## config.mk

```make
export PLATFORM = sky130hd
export DESIGN_NAME = seven_seg_scanner
export DESIGN_NICKNAME = d
export VERILOG_FILES = /design/src/rtl/seven_seg_scanner.sv
export SDC_FILE = /design/constraint.sdc
export NUM_CORES = 1
export LEC_CHECK = 0
export CAP_MARGIN = 0
export CORE_UTILIZATION = 39
export CTS_BUF_LIST = sky130_fd_sc_hd__clkbuf_8
export CTS_CLUSTER_SIZE = 40
export DETAILED_ROUTE_END_ITERATION = 12
export SETUP_SLACK_MARGIN = 0.15
export SLEW_MARGIN = 30
export SYNTH_ARGS = -nofsm -noshare
export SYNTH_HDL_FRONTEND = slang
export SYNTH_SLANG_ARGS = --single-unit
```

## constraint.sdc

```tcl
create_clock -name clock -period 2.8 [get_ports clock]
set_input_delay 0.84 -clock clock [delete_from_list [all_inputs] [get_ports clock]]
set_output_delay 0.84 -clock clock [all_outputs]
set_load 0.01 [all_outputs]
```

## src/rtl/seven_seg_scanner.sv

```systemverilog
// seven_seg_scanner: multiplexed common-anode 7-segment driver with per-frame snapshot, PWM and blanking.
// Define SEVSEG_LZ_SUPPRESS_EN to blank leading zeros at each snapshot.
module seven_seg_scanner #(
  parameter int NUM_DIGITS = 8,
  parameter int DIV = 100_000,
  parameter int BLANK_CYCLES = 64
) (
  input  logic                    clock,
  input  logic                    reset,
  input  logic                    enable,
  input  logic [4*NUM_DIGITS-1:0] data_in,
  input  logic [NUM_DIGITS-1:0]   dp_in,
  input  logic [NUM_DIGITS-1:0]   blank_in,
  input  logic [2:0]              brightness,
  output logic [6:0]              segments,
  output logic                    dp,
  output logic [NUM_DIGITS-1:0]   anodes,
  output logic                    frame_done
);
  localparam int CW = $clog2(DIV);
  localparam int DW = NUM_DIGITS > 1 ? $clog2(NUM_DIGITS) : 1;
  logic [CW-1:0] c;
  logic [DW-1:0] d;
  logic idle, snap, lit;
  logic [4*NUM_DIGITS-1:0] s_data;
  logic [NUM_DIGITS-1:0] s_dp, s_blank, lz;
  logic [3:0] nib;
  logic [6:0] seg;
  // idle marks the first edge after reset or enable rising, which starts a frame
  assign snap = enable && (idle || (c == CW'(DIV-1) && d == DW'(NUM_DIGITS-1)));
  assign nib = s_data[4*d+:4];
  assign lit = enable && c >= CW'(BLANK_CYCLES) && c[2:0] <= brightness && !s_blank[d];
`ifdef SEVSEG_LZ_SUPPRESS_EN
  logic z;
  always_comb begin
    lz = '0;
    z = 1'b1;
    for (int i = NUM_DIGITS-1; i > 0; i--) begin
      z = z && data_in[4*i+:4] == 4'd0;
      lz[i] = z;
    end
  end
`else
  assign lz = '0;
`endif
  always_comb begin
    seg = 7'b1111111;
    case (nib)
      4'h0: seg = 7'b0000001;
      4'h1: seg = 7'b1001111;
      4'h2: seg = 7'b0010010;
      4'h3: seg = 7'b0000110;
      4'h4: seg = 7'b1001100;
      4'h5: seg = 7'b0100100;
      4'h6: seg = 7'b0100000;
      4'h7: seg = 7'b0001111;
      4'h8: seg = 7'b0000000;
      4'h9: seg = 7'b0000100;
      4'hA: seg = 7'b0001000;
      4'hB: seg = 7'b1100000;
      4'hC: seg = 7'b0110001;
      4'hD: seg = 7'b1000010;
      4'hE: seg = 7'b0110000;
      default: seg = 7'b0111000;
    endcase
  end
  always_ff @(posedge clock or negedge reset)
    if (!reset) begin
      c <= '0;
      d <= '0;
      idle <= 1'b1;
      s_data <= '0;
      s_dp <= '0;
      s_blank <= '0;
      segments <= '1;
      dp <= 1'b1;
      anodes <= '1;
      frame_done <= 1'b0;
    end else begin
      idle <= !enable;
      frame_done <= snap;
      if (!enable || idle) begin
        c <= '0;
        d <= '0;
      end else if (c == CW'(DIV-1)) begin
        c <= '0;
        d <= d == DW'(NUM_DIGITS-1) ? '0 : d + 1'b1;
      end else
        c <= c + 1'b1;
      if (snap) begin
        s_data <= data_in;
        s_dp <= dp_in;
        s_blank <= blank_in | lz;
      end
      anodes <= lit ? ~(NUM_DIGITS'(1) << d) : '1;
      segments <= lit ? seg : '1;
      dp <= lit ? ~s_dp[d] : 1'b1;
    end
endmodule

```

==> metrics.md <==
| Metric | Value |
|---|---|
| Worst-case reg-to-reg path depth | 9 |
| Ports | 71 |
| Max Slew Vio Count | 0 |
| Netlist cell types | 49 |
| Clk sinks | 86 |
| PD cells | 518 nW/um2 |
| Mean Syn Cell Area | 13.3 um2 |
| Pre-CTS setup slack | 0.0463 ns |
| Final WL | 7890 um |
| Total gr overflow | 0 |
| Final Hold Fails | 0 |
| Largest net degree at the start of global routing | 50 |
| Port bufs | 70 |
| Gp weighted congestion | 0.751 |
| Final setup margin | 0.340 ns |
| Hold-fix buffers, CTS | 0 |
| Setup TNS | 0 ns |
| Die Y-Extent | 106 um |
| Clock root buffer | clkbuf_8 |
| DR WL/cell | 14.7 um |
| Cell accounting for the most synthesized area | dfrtp_1 |
| Post-layout minimum cycle time | 2.46 ns |
| Worst reg2reg setup slack | 0.34 ns |
| Initial antenna violation count | 0 |
| Die width | 106 um |
| Synth warn | 0 |
| Global-route wire length before repair | 13300 um |
| Clock Skew | 0.0102 ns |
| Starting density of the core | 0.405 |
| Measured slew at the worst slew-check pin | 0.607 ns |
| Row cnt | 37 |
| Reg2reg end | segments[6] |
| CP Max Fanout | 5 |
| Global Route Usage Sum | 0.155 |
| Final net count | 465 |
| Kind of critical path | reg -> reg |
| Full die area | 11200 um2 |
| Layout cells sized above 1 | 0.261 |
| Worst-Skew Late Latency | 0.35 ns |
| Critical path launch point type | flip-flop |
| HP Class | in -> async |
| Clock transition at the registers of the reported paths | 0.08 ns |
| WHS | 0.486 ns |
| Setup crit end kind | flip-flop |
| Yosys top cell area share | 0.411 |
| Number of global-route vias before repair | 2667 |
| Post-Synthesis Cell Area | 4200 um2 |
| Max H-tree Level | 3 |
| RR Startpoint | d[0] |
| Worst Path Arrival | 2.75 ns |
| Tcrit/Tclk final | 0.879 |
| Via Count | 2629 |
| Status | finished clean |
| # DRC | 0 |
| CTS tree | built |
| Peak supply drop | 232 uV |
| Post-route ant nets | 0 |
| Core area | 10400 um2 |
| Max-slew headroom | 0.595 |
| Initial drt markers | 99 |
| Fmax | 0.407 GHz |
| Post-synthesis sequential area ratio | 0.517 |
| Layout overhead on the synthesized area | 25.6% |
| CTS buffer count | 9 |
| Initial DRT Pass Iterations | 4 |
| Routed vias/inst | 4.91 |
| Synth area leaders | dfrtp_1 41%, mux2_2 13%, dfstp_2 11% |
| Maximum Capacitance Violations | 0 |
| Syn Nets | 387 |
| Final setup vio count | 0 |
| Detailed placement HPWL | 5750 um |
| Max Buffers Root-to-Sink | 2 |
| FF+latch count, synth | 86 |
| # diodes | 0 |
| Post-Synthesis Cells | 316 |
| Setup bufs post-CTS | 0 |
| CP Data Required Time | 3.09 ns |
| RSZ-0062 raised after global routing | false |
| Lkg Pwr | 2.19 nW |
| Post-CTS sizing | 0 |
-- layout make-up --
cell class | instances | area, um2
multi-input cells | 201 | 1850
fillers | 957 | 5090
clock buffers | 10 | 138
well taps | 136 | 170
inverters | 15 | 56.3
flip-flops and latches | 86 | 2170
clock inverters | 6 | 77.6
repair buffers | 81 | 818
-- power by group --
part / switching (mW) / internal [mW]
logic: 0.155 / 0.237
clock network: 0.423 / 0.518
registers: 0.0513 / 1.35
-- worst max-delay path, stage by stage (launching register included) --
cell and delay [ns]:
dfrtp_1 0.42, buf_4 0.18, mux4_1 0.60, nand2_1 0.09, and2_1 0.22, inv_1 0.13, ha_1 0.24, or3b_1 0.37
o21ai_0 0.07, o21ai_1 0.08
-- cell usage in the layout (no fill, tap or decap), types with 4 or more instances in the layout --
cell type,count
dfrtp_1,69
clkdlybuf4s50_1,69
mux2_2,47
nor2_1,26
nand2_1,20
ha_1,17
dfstp_2,17
inv_1,16
nand3_1,13
clkbuf_8,10
mux4_1,9
buf_4,9
xor2_1,8
xnor2_1,7
mux2i_1,5
nor3_1,4
mux2_1,4
-- stage by stage --
stage | power (mW) | util | area [um2] | cells
6_report | 2.73 | 0.509 | 5280 | 535
3_3_place_gp | 1.81 | 0.488 | 5060 | 519
4_1_cts | 2.77 | 0.509 | 5280 | 535
2_1_floorplan | 1.65 | - | 4200 | 316
5_1_grt | 2.87 | 0.509 | 5280 | 535
3_5_place_dp | 1.82 | 0.488 | 5060 | 519
-- cell families (layout without fill, tap and decap cells) --
family | Yosys count | after routing | synth area share
DFF | 86 | 86 | 0.517
and+or+nand+nor | 84 | 84 | 0.102
muxes | 70 | 70 | 0.228
buffers and inverters | 29 | 112 | 0.0440
adders and majority gates | 17 | 17 | 0.0506
AOI/OAI and AO/OA | 15 | 15 | 0.0274
xor gates and xnor gates | 15 | 15 | 0.0313
-- worst max path at each step --
stage,slack [ns],endpoint,depth (start not counted),from
2_1_floorplan,0.48,segments[6],10,d[0]
3_3_place_gp,0.11,segments[1],9,brightness[1]
3_5_place_dp,0.05,segments[0],9,brightness[1]
4_1_cts,0.33,segments[6],9,d[0]
5_1_grt,0.21,segments[6],9,d[0]
6_report,0.34,segments[6],9,d[0]
-- cells in the mapped netlist (all sizes together) --
library cell,n
buf,14
a21oi,3
a32oi,1
and2,1
dfstp,17
xnor2,7
mux2,53
o211ai,2
or4,1
nand3,13
nor3,5
o21a,1
o21ai,4
or3,3
nor2,26
xor2,8
o221ai,3
mux2i,5
or3b,1
nand2,20
and4,1
nand2b,3
ha,17
nand4b,1
inv,15
or2,2
and3,1
o211a,1
nand4,2
mux4,12
dfrtp,69
nor4,3
nor2b,1
-- flip-flops by register name (all words and copies together) (netlist names) --
name / count
dp: 1
c: 17
s_blank: 8
s_data: 32
frame_done: 1
idle: 1
anodes: 8
s_dp: 8
segments: 7
d: 3
-- metal layers --
metal	share of wire	up-vias	global-route usage	wire, um
li1	-	1268	-	-
met1	0.49	1294	0.211	3830
met2	0.46	54	0.237	3630
met3	0.031	13	0.0291	244
met4	0.023	0	0.0754	184
met5	0	-	0	0
No activity file was read; power rests on OpenSTA's default activity.
